`config.mk`:
```
export PLATFORM = sky130hd
export DESIGN_NAME = multi_chain_scan_controller_flat
export DESIGN_NICKNAME = d
export VERILOG_FILES = /design/src/rtl/multi_chain_scan_controller_if.sv /design/src/rtl/multi_chain_scan_controller.sv /design/src/flat_wrapper.sv
export SDC_FILE = /design/constraint.sdc
export NUM_CORES = 1
export LEC_CHECK = 0
export ABC_AREA = 1
export CAP_MARGIN = 20
export CORE_ASPECT_RATIO = 1.25
export CORE_UTILIZATION = 40
export DETAILED_ROUTE_END_ITERATION = 10
export DONT_BUFFER_PORTS = 1
export PLACE_DENSITY_LB_ADDON = 0.12
export SLEW_MARGIN = 20
export SYNTH_ARGS = -nofsm -noshare
export SYNTH_HDL_FRONTEND = slang
export SYNTH_SLANG_ARGS = --single-unit
```
`constraint.sdc`:
```
create_clock -name clk -period 2 [get_ports clk]
set_clock_uncertainty 0.1 [all_clocks]
set_input_delay 0.3 -clock clk [delete_from_list [all_inputs] [get_ports clk]]
set_output_delay 0.3 -clock clk [all_outputs]
set_load 0.01 [all_outputs]
```
`src/rtl/multi_chain_scan_controller_if.sv`:
```
// Command, scan and functional-data bundle between the instrument layer (master)
// and the multi-chain scan controller (slave).
interface multi_chain_scan_controller_if #(
    parameter int CHAIN_LENGTH = 32,
    parameter int NUM_CHAINS   = 4
);
    logic                    start;
    logic [1:0]              mode;
    logic                    do_capture;
    logic                    do_update;
    logic                    abort;
    logic                    scan_in;
    logic                    scan_out;
    logic [NUM_CHAINS-1:0]   par_scan_in;
    logic [NUM_CHAINS-1:0]   par_scan_out;
    logic                    shift_strobe;
    logic [CHAIN_LENGTH-1:0] functional_data_in;
    logic [CHAIN_LENGTH-1:0] functional_data_out;
    logic                    busy;
    logic                    done;
    logic [15:0]             scan_length;
    logic [31:0]             scan_cycles;

    modport master (
        output start, mode, do_capture, do_update, abort, scan_in, par_scan_in,
               functional_data_in,
        input  scan_out, par_scan_out, shift_strobe, functional_data_out, busy, done,
               scan_length, scan_cycles
    );

    modport slave (
        input  start, mode, do_capture, do_update, abort, scan_in, par_scan_in,
               functional_data_in,
        output scan_out, par_scan_out, shift_strobe, functional_data_out, busy, done,
               scan_length, scan_cycles
    );
endinterface

```
`src/rtl/multi_chain_scan_controller.sv`:
```
// Scan-chain controller: one register run as a serial chain, parallel segments,
// broadcast/XOR-compacted segments or a half-rate chain, sequenced by a command FSM.
module multi_chain_scan_controller #(
    parameter int CHAIN_LENGTH = 32,
    parameter int NUM_CHAINS   = 4
) (
    input  logic clk,
    input  logic reset,
    multi_chain_scan_controller_if.slave bus
);
    localparam int          SEG      = CHAIN_LENGTH / NUM_CHAINS;
    localparam logic [15:0] LEN_FULL = 16'(CHAIN_LENGTH);
    localparam logic [15:0] LEN_SEG  = 16'(SEG);

    if (CHAIN_LENGTH % NUM_CHAINS != 0) begin : g_bad_params
        $error("CHAIN_LENGTH must be a multiple of NUM_CHAINS");
    end

    typedef enum logic [2:0] {
        ST_IDLE,
        ST_CAPTURE,
        ST_SHIFT,
        ST_UPDATE,
        ST_DONE
    } state_t;

    typedef enum logic [1:0] {
        MODE_NORMAL     = 2'b00,
        MODE_PARALLEL   = 2'b01,
        MODE_COMPRESSED = 2'b10,
        MODE_POWER      = 2'b11
    } mode_t;

    state_t                  state;
    state_t                  next_state;
    mode_t                   mode_q;
    logic                    update_q;
    logic                    phase;
    logic [15:0]             strobe_cnt;
    logic [15:0]             scan_length_q;
    logic [31:0]             scan_cycles_q;
    logic [CHAIN_LENGTH-1:0] scan_reg;
    logic [CHAIN_LENGTH-1:0] func_out_q;
    logic [CHAIN_LENGTH-1:0] serial_next;
    logic [CHAIN_LENGTH-1:0] seg_next;
    logic [CHAIN_LENGTH-1:0] shifted;
    logic [NUM_CHAINS-1:0]   seg_lsb;
    logic [NUM_CHAINS-1:0]   seg_msb_in;
    logic                    accept;
    logic                    strobe;
    logic                    busy_i;
    logic                    done_i;

    // Each segment shifts toward its LSB and takes its own (or the broadcast) input at its MSB.
    for (genvar k = 0; k < NUM_CHAINS; k++) begin : g_seg
        assign seg_lsb[k]    = scan_reg[k*SEG];
        assign seg_msb_in[k] = (mode_q == MODE_PARALLEL) ? bus.par_scan_in[k] : bus.scan_in;
        if (SEG > 1) begin : g_wide
            assign seg_next[k*SEG +: SEG] = {seg_msb_in[k], scan_reg[k*SEG+1 +: SEG-1]};
        end else begin : g_narrow
            assign seg_next[k] = seg_msb_in[k];
        end
    end

    assign serial_next = {bus.scan_in, scan_reg[CHAIN_LENGTH-1:1]};
    assign shifted     = (mode_q == MODE_NORMAL || mode_q == MODE_POWER) ? serial_next : seg_next;

    always_ff @(posedge clk or negedge reset) begin
        if (!reset) begin
            state <= ST_IDLE;
        end else begin
            state <= next_state;
        end
    end

    // Abort overrides every transition and suppresses the strobe so the chain keeps its partial contents.
    always_comb begin
        next_state = state;
        accept     = 1'b0;
        strobe     = 1'b0;
        done_i     = 1'b0;
        busy_i     = (state != ST_IDLE);
        case (state)
            ST_IDLE: begin
                if (bus.start) begin
                    accept     = 1'b1;
                    next_state = bus.do_capture ? ST_CAPTURE : ST_SHIFT;
                end
            end
            ST_CAPTURE: next_state = ST_SHIFT;
            ST_SHIFT: begin
                strobe = (mode_q != MODE_POWER) || !phase;
                if (strobe && strobe_cnt == scan_length_q - 16'd1) begin
                    next_state = update_q ? ST_UPDATE : ST_DONE;
                end
            end
            ST_UPDATE: next_state = ST_DONE;
            ST_DONE: begin
                done_i     = 1'b1;
                next_state = ST_IDLE;
            end
            default: next_state = ST_IDLE;
        endcase
        if (bus.abort && state != ST_IDLE) begin
            next_state = ST_IDLE;
            strobe     = 1'b0;
        end
    end

    always_ff @(posedge clk or negedge reset) begin
        if (!reset) begin
            mode_q        <= MODE_NORMAL;
            update_q      <= 1'b0;
            phase         <= 1'b0;
            strobe_cnt    <= '0;
            scan_length_q <= LEN_FULL;
            scan_cycles_q <= '0;
            scan_reg      <= '0;
            func_out_q    <= '0;
        end else begin
            if (accept) begin
                mode_q        <= mode_t'(bus.mode);
                update_q      <= bus.do_update;
                phase         <= 1'b0;
                strobe_cnt    <= '0;
                scan_cycles_q <= '0;
                scan_length_q <= (bus.mode == MODE_PARALLEL || bus.mode == MODE_COMPRESSED)
                                 ? LEN_SEG : LEN_FULL;
            end
            if (state == ST_CAPTURE && !bus.abort) begin
                scan_reg <= bus.functional_data_in;
            end
            if (state == ST_SHIFT) begin
                phase <= ~phase;
                if (scan_cycles_q != 32'hFFFF_FFFF) begin
                    scan_cycles_q <= scan_cycles_q + 32'd1;
                end
            end
            if (strobe) begin
                scan_reg   <= shifted;
                strobe_cnt <= strobe_cnt + 16'd1;
            end
            if (state == ST_UPDATE && !bus.abort) begin
                func_out_q <= scan_reg;
            end
        end
    end

    assign bus.scan_out            = (mode_q == MODE_PARALLEL)   ? 1'b0 :
                                     (mode_q == MODE_COMPRESSED) ? ^seg_lsb : scan_reg[0];
    assign bus.par_scan_out        = (mode_q == MODE_PARALLEL) ? seg_lsb : '0;
    assign bus.shift_strobe        = strobe;
    assign bus.functional_data_out = func_out_q;
    assign bus.busy                = busy_i;
    assign bus.done                = done_i;
    assign bus.scan_length         = scan_length_q;
    assign bus.scan_cycles         = scan_cycles_q;
endmodule

```
`src/flat_wrapper.sv`:
```
// flat-port wrapper written by rule: the top's interface ports become plain ports
module multi_chain_scan_controller_flat 
#(
    parameter int CHAIN_LENGTH = 32,
    parameter int NUM_CHAINS   = 4
)
  (clk, reset, bus_start, bus_mode, bus_do_capture, bus_do_update, bus_abort, bus_scan_in, bus_par_scan_in, bus_functional_data_in, bus_scan_out, bus_par_scan_out, bus_shift_strobe, bus_functional_data_out, bus_busy, bus_done, bus_scan_length, bus_scan_cycles);
  multi_chain_scan_controller_if #(.CHAIN_LENGTH(CHAIN_LENGTH), .NUM_CHAINS(NUM_CHAINS)) bus_i ();
  input  logic clk;
  input  logic reset;
  input wire logic [$bits(bus_i.start)-1:0] bus_start;
  input wire logic [$bits(bus_i.mode)-1:0] bus_mode;
  input wire logic [$bits(bus_i.do_capture)-1:0] bus_do_capture;
  input wire logic [$bits(bus_i.do_update)-1:0] bus_do_update;
  input wire logic [$bits(bus_i.abort)-1:0] bus_abort;
  input wire logic [$bits(bus_i.scan_in)-1:0] bus_scan_in;
  input wire logic [$bits(bus_i.par_scan_in)-1:0] bus_par_scan_in;
  input wire logic [$bits(bus_i.functional_data_in)-1:0] bus_functional_data_in;
  output wire logic [$bits(bus_i.scan_out)-1:0] bus_scan_out;
  output wire logic [$bits(bus_i.par_scan_out)-1:0] bus_par_scan_out;
  output wire logic [$bits(bus_i.shift_strobe)-1:0] bus_shift_strobe;
  output wire logic [$bits(bus_i.functional_data_out)-1:0] bus_functional_data_out;
  output wire logic [$bits(bus_i.busy)-1:0] bus_busy;
  output wire logic [$bits(bus_i.done)-1:0] bus_done;
  output wire logic [$bits(bus_i.scan_length)-1:0] bus_scan_length;
  output wire logic [$bits(bus_i.scan_cycles)-1:0] bus_scan_cycles;
  assign bus_i.start = bus_start;
  assign bus_i.mode = bus_mode;
  assign bus_i.do_capture = bus_do_capture;
  assign bus_i.do_update = bus_do_update;
  assign bus_i.abort = bus_abort;
  assign bus_i.scan_in = bus_scan_in;
  assign bus_i.par_scan_in = bus_par_scan_in;
  assign bus_i.functional_data_in = bus_functional_data_in;
  assign bus_scan_out = bus_i.scan_out;
  assign bus_par_scan_out = bus_i.par_scan_out;
  assign bus_shift_strobe = bus_i.shift_strobe;
  assign bus_functional_data_out = bus_i.functional_data_out;
  assign bus_busy = bus_i.busy;
  assign bus_done = bus_i.done;
  assign bus_scan_length = bus_i.scan_length;
  assign bus_scan_cycles = bus_i.scan_cycles;
  multi_chain_scan_controller #(.CHAIN_LENGTH(CHAIN_LENGTH), .NUM_CHAINS(NUM_CHAINS)) u_core (.clk(clk), .reset(reset), .bus(bus_i));
endmodule
```
# Word level (Yosys, flattened, before mapping)
# Cells that the tools add are included.
[word_totals]
out_inout_bits = 88
reg_bits = 135
inputBits = 45
word_cells = 73
[op_classes]
reduce_logical = 17
bitwise_logic = 1
eq_ne = 14
addsub = 3
mux = 29
[ops]
columns = ["operator", "count"]
rows = [
  ["32-bit two-way mux", 6],
  ["32-bit by 1-bit adder with 32-bit output, second input constant", 1],
  ["16-bit two-way mux", 2],
  ["32-bit != test, second input constant", 1],
  ["16-bit by 1-bit adder with 16-bit output, second input constant", 1],
  ["16-bit equality test", 1],
  ["16-bit by 1-bit subtractor with 16-bit output, second input constant", 1],
  ["1-bit two-way mux", 13],
  ["3-bit two-way mux", 4],
  ["3-bit one-hot mux with 4 select lines", 1],
  ["2-bit equality test, second input constant", 3],
  ["3-bit by 2-bit equality test with 1-bit output, second input constant", 2],
  ["6-bit two-way mux", 1],
  ["2-bit nonzero test", 3],
  ["2-bit by 1-bit equality test with 1-bit output, second input constant", 2],
  ["1-bit logical AND", 4],
  ["4-bit two-way mux", 1],
  ["4-bit parity", 1],
  ["3-bit by 1-bit equality test with 1-bit output, second input constant", 1],
  ["3-bit equality test, second input constant", 1],
  ["3-bit logical NOT", 1],
  ["1-bit logical OR", 3],
  ["3-bit by 1-bit != test with 1-bit output, second input constant", 1],
  ["3-bit by 2-bit != test with 1-bit output, second input constant", 1],
  ["other kinds (7)", 8],
]

# Logic depth before layout (Yosys ltp)
# Gate-level depths: netlist (run 1).
[depth]
word_depth = 6
ltp_mapped = 11
mapped_depth_nobuf = 11

# Worst setup path after synthesis (run 1)
# Ideal clock, no wire load.
[synth_timing]
kind = "reg2reg"
start = "register u_core.scan_cycles_q[1] (netlist: u_core.bus.scan_cycles[1])"
end = "register u_core.scan_cycles_q[31] (netlist: u_core.bus.scan_cycles[31])"
setup_ns = 0.117
synth_period_minus_slack_ns = 1.766
stages_incl_launch_ff = 12
arrival_ns = 1.549
n_path_buf = 1
required_ns = 1.783
path_slack_ns = 0.234
cell_sequence = "dfrtp_1 > ha_1 > nand2_2 > nor2_4 > nand2_4 > nor2_8 > nand3b_4 > nand2_4 > inv_4 > buf_6 > nand3_2 > nand2_1"
[synth_via]
elab_chain_cells = 3
[synth_rtl]
columns = ["item", "line", "source"]
rows = [
  ["start: declaration", "multi_chain_scan_controller.sv:41", "logic [31:0] scan_cycles_q;"],
  ["start signal: assignment", "multi_chain_scan_controller.sv:136", "scan_cycles_q <= scan_cycles_q + 32'd1;"],
  ["32-bit by 1-bit adder with 32-bit output or 32-bit != test (tied branches)", "multi_chain_scan_controller.sv:136, multi_chain_scan_controller.sv:135", ""],
  ["32-bit two-way mux *", "multi_chain_scan_controller.sv:135", "if (scan_cycles_q != 32'hFFFF_FFFF) begin"],
  ["32-bit two-way mux *", "multi_chain_scan_controller.sv:133", "if (state == ST_SHIFT) begin"],
]
# Mark *: on every way between the ends. The rest lies on a longest branch, timed or not.
# A chain may end at the register's enable or synchronous reset.

# Final worst setup path (run 1)
[layout_timing]
start = "register u_core.scan_reg[16]"
end = "output bus_scan_out"
[layout_via]
elab_chain_cells = 3
[layout_rtl]
columns = ["item", "line", "source"]
rows = [
  ["start: declaration", "multi_chain_scan_controller.sv:42", "logic [CHAIN_LENGTH-1:0] scan_reg;"],
  ["start signal: assignment", "multi_chain_scan_controller.sv:131", "scan_reg <= bus.functional_data_in;"],
  ["start signal: assignment", "multi_chain_scan_controller.sv:140", "scan_reg <= shifted;"],
  ["4-bit parity", "multi_chain_scan_controller.sv:150", "(mode_q == MODE_COMPRESSED) ? ^seg_lsb : scan_reg[0];"],
  ["1-bit two-way mux", "multi_chain_scan_controller.sv:150", ""],
  ["1-bit two-way mux", "multi_chain_scan_controller.sv:149", "assign bus.scan_out = (mode_q == MODE_PARALLEL) ? 1'b0 :"],
  ["end: declaration", "flat_wrapper.sv:19", "output wire logic [$bits(bus_i.scan_out)-1:0] bus_scan_out;"],
]
# Every way passes these cells.

==> metrics.log, run 1 <==
[metrics] commonest non-fill, non-tap cells in the layout: nand2_1, inv_1, dfrtp_1, o21ai_0, nor2_1
[metrics] worst reg2reg endpoint: u_core.bus.scan_cycles[4]
[metrics] number of antenna violations at the first check in global routing: 0
[metrics] Pleak: 3.89 nW
[metrics] DRT iter0 DRCs: between 300 and 400
[metrics] start point of the critical path: u_core.scan_reg[16]
[metrics] number of global-route vias before repair: 5814
[metrics] Worst-Skew Late Latency: 0.42 ns
[metrics] worst r2r path cells: 9
[metrics] placeable core area: around 0.016 mm2
[metrics] total of warnings raised by yosys: 0
[metrics] Setup crit start kind: register
[metrics] wire length of the first global-routing pass: 28.9 mm
[metrics] slowest stage cell, crit path: dfrtp_1
[metrics] class of the worst hold path: in2async
[metrics] highest net fanout along the worst path: 2
[metrics] worst vdd rail ir drop: 684 uV
[metrics] maximum clock insertion buffer count: 2
[metrics] maximum clock frequency: 516 MHz
[metrics] switching power of the nets: about 0.0036 W
[metrics] total wire length: around 18 mm
[metrics] count of input and output buffers: 0
[metrics] setup repair after global routing missed its margin: yes
[metrics] part of the power in registers: 38.5%
[metrics] R2R Setup Slk: 0.17 ns
[metrics] asr flop ratio synth: 100%
[metrics] number of setup violations in the final report: 0
[metrics] final sum of negative setup slack: 0 ns
[metrics] Avg Vias per Cell: 4.94
[metrics] mean instance size in the synthesized netlist: 7.80 um2
[metrics] die width: 116 um
[metrics] Crit path largest cell delay: 0.42 ns
[metrics] main flop type after synthesis: dfrtp_1
[metrics] WS Path Type: reg2out
[metrics] most repeated library cell on the critical path: nor2_4
[metrics] final count of pins violating max slew: 0
[metrics] critical path required time: 1.60 ns
[metrics] post-route cell area: 0.00803 mm2
[metrics] final weighted congestion in routability-driven placement: 0.870
[metrics] commonest non-fill, non-tap cell in the layout: nand2_1
[metrics] minimum period implied by the final worst setup slack: around 1.9 ns
[metrics] maximum level of the CTS H-tree: 4
[metrics] cell internal pwr: around 0.0065 W
[metrics] number of diodes: 0
[metrics] FF+latch count, synth: 121
[metrics] overall overflow remaining after global route: 0
[metrics] power share of the clock group: 32.4%
[metrics] boundary pin count: 133
[metrics] clock-pin slew on the worst setup and hold paths: 0.06 ns
[metrics] fraction of final layout cells sized beyond drive strength 1: 12.5%
[metrics] share of synthesized area occupied by flip-flops and latches: 46.7%
[metrics] estimated wirelength of the detail-placed design: around 12 mm
[metrics] Setup crit end kind: output port
[metrics] crit-path cells: xor2_2, or2_4, nand3_4, nor2_4, nor2_4
[metrics] Hold Violations, Final: roughly 120
[metrics] post-layout net count: ~950
[metrics] Remaining DRCs: 0
[metrics] starting density of the core: 41.3%
[metrics] number of detailed-route iterations in the first pass: 4
[metrics] power density normalized to cell area: 1250 mW/mm2
[metrics] number of distinct library cells after synthesis: 38
[metrics] combinational share of power: between 20 and 30%
[metrics] status: finished with violations
[metrics] y dimension of the die: 144 um
[metrics] clock sink count: between 100 and 150
[metrics] CTS tree: built
[metrics] Tot GR Track Use: 22.5%
[metrics] instance count of the mapped netlist: 831
[metrics] count of flip-flops with a built-in enable after synthesis: 0
[metrics] wire length per cell: about 16 um
[metrics] Via Count: 5573
[metrics] cell area reported after detailed placement: approximately 0.0069 mm2
[metrics] number of antenna-violating nets in the routed design: 0
[metrics] growth of design area from synthesis to finish: 23.9%
[metrics] cell chosen for the clock root: clkbuf_16
[metrics] number of maximum-capacitance constraint violations: 0
[metrics] Sw Ratio: 35.8%
[metrics] synthesized area: 0.00648 mm2
[metrics] violations in the final reports: negative hold slack
[metrics] Crit path arrival time: 1.54 ns
[metrics] Hold Slack: -0.520 ns
[metrics] maximum number of pins on one net before global-route repair: 122
[metrics] number of buffers inserted during clock tree synthesis: 17
[metrics] Final Cycle Share: 96.9%
[metrics] Critical R2R Launch: u_core.bus.scan_cycles[1]
[metrics] total number of placement rows: 51
[metrics] Die Footprint: 0.0167 mm2
-- worst max path at each step --
stage	endpoint	slack, ns
floorplan	u_core.bus.scan_cycles[31]	0.23
global placement	u_core.bus.scan_cycles[31]	0.15
detailed placement	u_core.bus.scan_cycles[27]	0.11
CTS	bus_scan_out	0.01
global route	bus_scan_out	-0.004
finish	bus_scan_out	0.06
-- critical path: cells and delay by family (launching register included) --
kind / cells / cell delay (ns)
flip-flops: 1 / 0.42
XOR/XNOR: 1 / 0.20
AND/OR/NAND/NOR: 4 / 0.50
-- layout make-up --
class | instances | area (um2)
clock buffer | 20 | 457
clock inverter | 11 | 171
fill | 1538 | 7670
inverter | 133 | 509
multi-input combinational | 551 | 2830
sequential | 121 | 3030
tap | 212 | 265
timing repair buffer | 79 | 761
-- per-stage QoR --
step,utilization (%),setup slack [ns],power [W],std cells
after CTS,50.6,0.0108,0.0101,1124
after global routing,51.2,-0.00373,0.0108,1127
final,51.2,0.0627,0.0101,1127
after detailed placement,44.1,0.107,0.00655,1056
after global placement,44.1,0.150,0.00646,1056
after floorplan,-,0.234,0.00569,844
-- power by group through the flow --
stage          clock [W]  sequential, W  combinational [W]
2_1_floorplan          0        0.00373            0.00195
3_3_place_gp           0        0.00390            0.00256
3_5_place_dp           0        0.00390            0.00264
4_1_cts          0.00334        0.00387            0.00285
5_1_grt          0.00347        0.00397            0.00331
6_report         0.00327        0.00388            0.00292
-- cells in the mapped netlist (2+ instances only) --
library cell,n,area share [%]
buf_4,17,2.0
inv_1,129,7.5
xnor2_1,13,1.8
inv_2,2,0.12
nor2_1,61,3.5
buf_6,3,0.52
a21oi_1,12,0.93
nand2_4,2,0.35
nand2_1,229,13
o21ai_0,58,4.5
o221ai_1,32,4.3
nand2_2,5,0.48
ha_1,6,1.2
nor2_2,2,0.19
clkbuf_1,12,0.69
o211ai_1,3,0.35
nand3_1,51,3.9
nor2_4,2,0.35
nand3b_1,3,0.35
buf_2,7,0.54
dfrtp_1,120,46
nand4_1,6,0.58
o21ai_1,15,1.2
nor3_1,10,0.77
xor2_1,14,1.9
nand3_2,2,0.31
o22ai_1,4,0.39
-- kinds of logic (layout without fill, tap and decap cells) --
group                      Yosys count  after routing  synth area share, %
AOI/OAI and AO/OA                  127            127                 12.0
xor gates and xnor gates            27             27                 3.65
adders and majority gates            6              6                 1.16
buffers and inverters              172            243                 11.5
DFF                                121            121                 46.7
muxes                                1              1                0.174
other                                1             14               0.0578
and+or+nand+nor                    376            376                 24.8
-- routing by layer --
metal / track usage, % / wire length, um / vias to the layer above
li1: - / - / 2767
met1: 24.3 / 6970 / 2631
met2: 40.3 / 9060 / 147
met3: 6.79 / 1040 / 28
met4: 9.92 / 493 / 0
met5: 0 / 0 / -
-- repair_timing --
action | CTS | global route
hold buffers | 31 | 1
pin swaps | 2 | 4
hold endpoints to repair | 151 | 122
setup buffers | 5 | 2
resized for setup | 6 | 18
cloned | 1 | 0
endpoints found under the setup margin | 2 | 23
Note: power is estimated with default switching activity, not from simulation.
==> inputs of run 2 (changes only) <==
--- a/config.mk
+++ b/config.mk
@@ -12,6 +12,7 @@
 export DETAILED_ROUTE_END_ITERATION = 10
 export DONT_BUFFER_PORTS = 1
 export PLACE_DENSITY_LB_ADDON = 0.12
+export RECOVER_POWER = 100
 export SLEW_MARGIN = 20
 export SYNTH_ARGS = -nofsm -noshare
 export SYNTH_HDL_FRONTEND = slang
==> constraint.sdc (replaced) <==
create_clock -name clk -period 2.44 [get_ports clk]
set_clock_uncertainty 0.1 [all_clocks]
set_input_delay 0.366 -clock clk [delete_from_list [all_inputs] [get_ports clk]]
set_output_delay 0.366 -clock clk [all_outputs]
set_load 0.01 [all_outputs]
==> metrics.log, run 2 (synthesis results as in run 1) <==
[metrics] class of the worst hold path: in2async
[metrics] number of diodes: 0 (unchanged)
[metrics] maximum clock frequency: ~440 MHz
[metrics] number of buffer and inverter stages on the critical path: 3 (+3)
[metrics] number of buffers inserted during clock tree synthesis: 17 (unchanged)
[metrics] final weighted congestion in routability-driven placement: 0.887 (+2.0%)
[metrics] # Post-CTS Setup Buffers: 0 (-5)
[metrics] slowest stage cell, crit path: dfrtp_1
[metrics] number of setup violations in the final report: 0 (unchanged)
[metrics] critical path required time: 1.97 ns (+0.37 ns)
[metrics] cell chosen for the clock root: clkbuf_16
[metrics] maximum number of pins on one net before global-route repair: 122 (unchanged)
[metrics] final count of pins violating max slew: 0 (unchanged)
[metrics] Avg Vias per Cell: 5.11 (+3.4%)
[metrics] minimum period implied by the final worst setup slack: 2.26 ns
[metrics] power share of the clock group: 33.1% (+0.7 points)
[metrics] starting density of the core: 41.3% (unchanged)
[metrics] transition time of the tightest slew-check pin: 0.639 ns
[metrics] switching power of the nets: 0.00289 W (-20%)
[metrics] cell internal pwr: 0.00487 W (-25%)
[metrics] maximum clock insertion buffer count: 2 (unchanged)
[metrics] clock sink count: 121 (unchanged)
[metrics] post-layout net count: 890 (-6.7%)
[metrics] total wire length: 17.2 mm (-2.0%)
[metrics] Crit path largest cell delay: 0.38 ns (-0.04 ns)
[metrics] Remaining DRCs: 0 (unchanged)
[metrics] commonest non-fill, non-tap cells in the layout: nand2_1, inv_1, dfrtp_1, o21ai_0, nor2_1
[metrics] Finished Core Util: 46.3% (-4.8 points)
[metrics] Die Footprint: 0.0167 mm2 (unchanged)
[metrics] Tot GR Track Use: 22.2% (-0.28 points)
[metrics] Crit path arrival time: 1.80 ns (+0.26 ns)
[metrics] total area of multi-input combinational cells: 0.00275 mm2 (-3.1%)
[metrics] total number of placement rows: 51 (unchanged)
[metrics] crit-path cells: inv_2, nor2_4, nand2_2, nor2_2, nand2_2, inv_2, buf_12
[metrics] part of the power in registers: 41.0% (+2.5 points)
[metrics] number of detailed-route iterations in the first pass: 4 (unchanged)
[metrics] number of antenna-violating nets in the routed design: 0 (unchanged)
[metrics] Via Count: 5438 (-2.4%)
[metrics] count of cells resized by post-cts repair: 0 (-6)
[metrics] estimated wirelength of the detail-placed design: 12.3 mm (-0.16%)
[metrics] power density normalized to cell area: 1070 mW/mm2 (-15%)
[metrics] Hold Violations, Final: 121 (unchanged)
[metrics] Hold Slack: -0.457 ns (+0.0631 ns)
[metrics] CTS tree: built
[metrics] violations in the final reports: negative hold slack
[metrics] slew margin rel.: 57.3%
[metrics] combinational share of power: 25.9% (-3.1 points)
[metrics] placeable core area: 0.0157 mm2 (unchanged)
[metrics] boundary pin count: 133 (unchanged)
[metrics] Pleak: 3.53 nW (-9.3%)
[metrics] Worst-Skew Late Latency: 0.42 ns (about the same)
[metrics] Total Power Consumption: 0.00776 W (-23%)
[metrics] category of cells accounting for the largest share of critical-path delay: buffers and inverters
[metrics] final sum of negative setup slack: 0 ns (unchanged)
[metrics] overall overflow remaining after global route: 0 (unchanged)
[metrics] Final Cycle Share: 92.7%
[metrics] y dimension of the die: 144 um (unchanged)
[metrics] Setup crit start kind: register
[metrics] wire length per cell: 16.2 um (+3.8%)
[metrics] wire length of the first global-routing pass: 28.5 mm (-1.4%)
[metrics] fraction of final layout cells sized beyond drive strength 1: 6.81% (-5.7 points)
[metrics] WS Path Type: reg2out
[metrics] filler instances: 1646 (+7.0%)
[metrics] growth of design area from synthesis to finish: 12.2%
[metrics] CTS hold repair buffers: 3 (-90%)
[metrics] number of maximum-capacitance constraint violations: 0 (unchanged)
[metrics] Setup crit end kind: output port
[metrics] number of global-route vias before repair: 5675 (-2.4%)
[metrics] setup repair after global routing missed its margin: no
[metrics] number of antenna violations at the first check in global routing: 0 (unchanged)
[metrics] status: finished with violations
[metrics] clock-pin slew on the worst setup and hold paths: 0.06 ns (about the same)
[metrics] Sw Ratio: 37.2% (+1.4 points)
[metrics] highest net fanout along the worst path: 31 (+29)
[metrics] DRT iter0 DRCs: 294 (-9.3%)
[metrics] maximum level of the CTS H-tree: 4 (unchanged)
[metrics] worst vdd rail ir drop: 556 uV (-19%)
[metrics] commonest non-fill, non-tap cell in the layout: nand2_1
[metrics] die width: 116 um (unchanged)
[metrics] count of input and output buffers: 0 (unchanged)
[metrics] sequential cell area in the final layout: 0.00303 mm2 (-0.16%)
run 2: cell count changes in the layout (fill, tap and decap cells not counted), sizes merged:
cell         change
buf             -39
bufbuf           -1
clkbuf           +5
dlygate4sd3     -29
inv              +2
bufinv           -2
clkinv           +2
clkinvlp         -1
run 2: layout make-up:
type	count	share of cell area, %
sequential	121	41.6
clock buffer	20	6.41
timing repair buffer	15	1.77
tap	212	3.65
multi-input combinational	551	37.7
clock inverter	12	1.91
inverter	133	6.90
run 2: routing by layer:
metal  vias up  wire length, um  GRT usage, %
li1       2645                -             -
met1      2626             6750          24.3
met2       140             8870          39.0
met3        27             1230          7.75
met4         0              361          8.91
met5         -                0             0
run 2: power groups by stage:
stage	logic, W	clock network [W]	registers, W
2_1_floorplan	0.00160	0	0.00306
3_3_place_gp	0.00198	0	0.00321
3_5_place_dp	0.00206	0	0.00321
4_1_cts	0.00206	0.00261	0.00319
5_1_grt	0.00230	0.00270	0.00327
6_report	0.00201	0.00256	0.00318
run 2: stage by stage:
step / cell area [um2] / worst slack, ns / instances
after CTS: 7310 / 0.142 / 1064
after global placement: 6680 / 0.423 / 1029
final: 7280 / 0.177 / 1064
after floorplan: 6530 / 0.674 / 844
after global routing: 7280 / 0.0308 / 1064
after detailed placement: 6680 / 0.337 / 1029
run 2: final timing paths:
check	from	endpoint	slack, ns	cells past startpoint
worst max register to register	u_core.bus.scan_cycles[1]	u_core.bus.scan_cycles[3]	0.23	10
worst min register to register	u_core.scan_reg[20]	u_core.scan_reg[19]	0.38	2
worst min-delay path	reset	u_core.mode_q[1]	-0.46	0
max in group asynchronous	reset	u_core.bus.scan_length[5]	2.51	0
min in group clk	bus_scan_in	u_core.scan_reg[31]	0.04	2
worst max-delay path	u_core.state[1]	bus_shift_strobe	0.18	7
run 2: worst reg2reg max path, stage by stage (launching register included):
cell	delay, ns
dfrtp_1	0.46
ha_1	0.26
nand2_1	0.11
nor2_4	0.12
nand2_1	0.16
nor2_8	0.19
nand3b_4	0.09
nand2_4	0.23
inv_4	0.17
nand2_1	0.10
o21ai_1	0.07
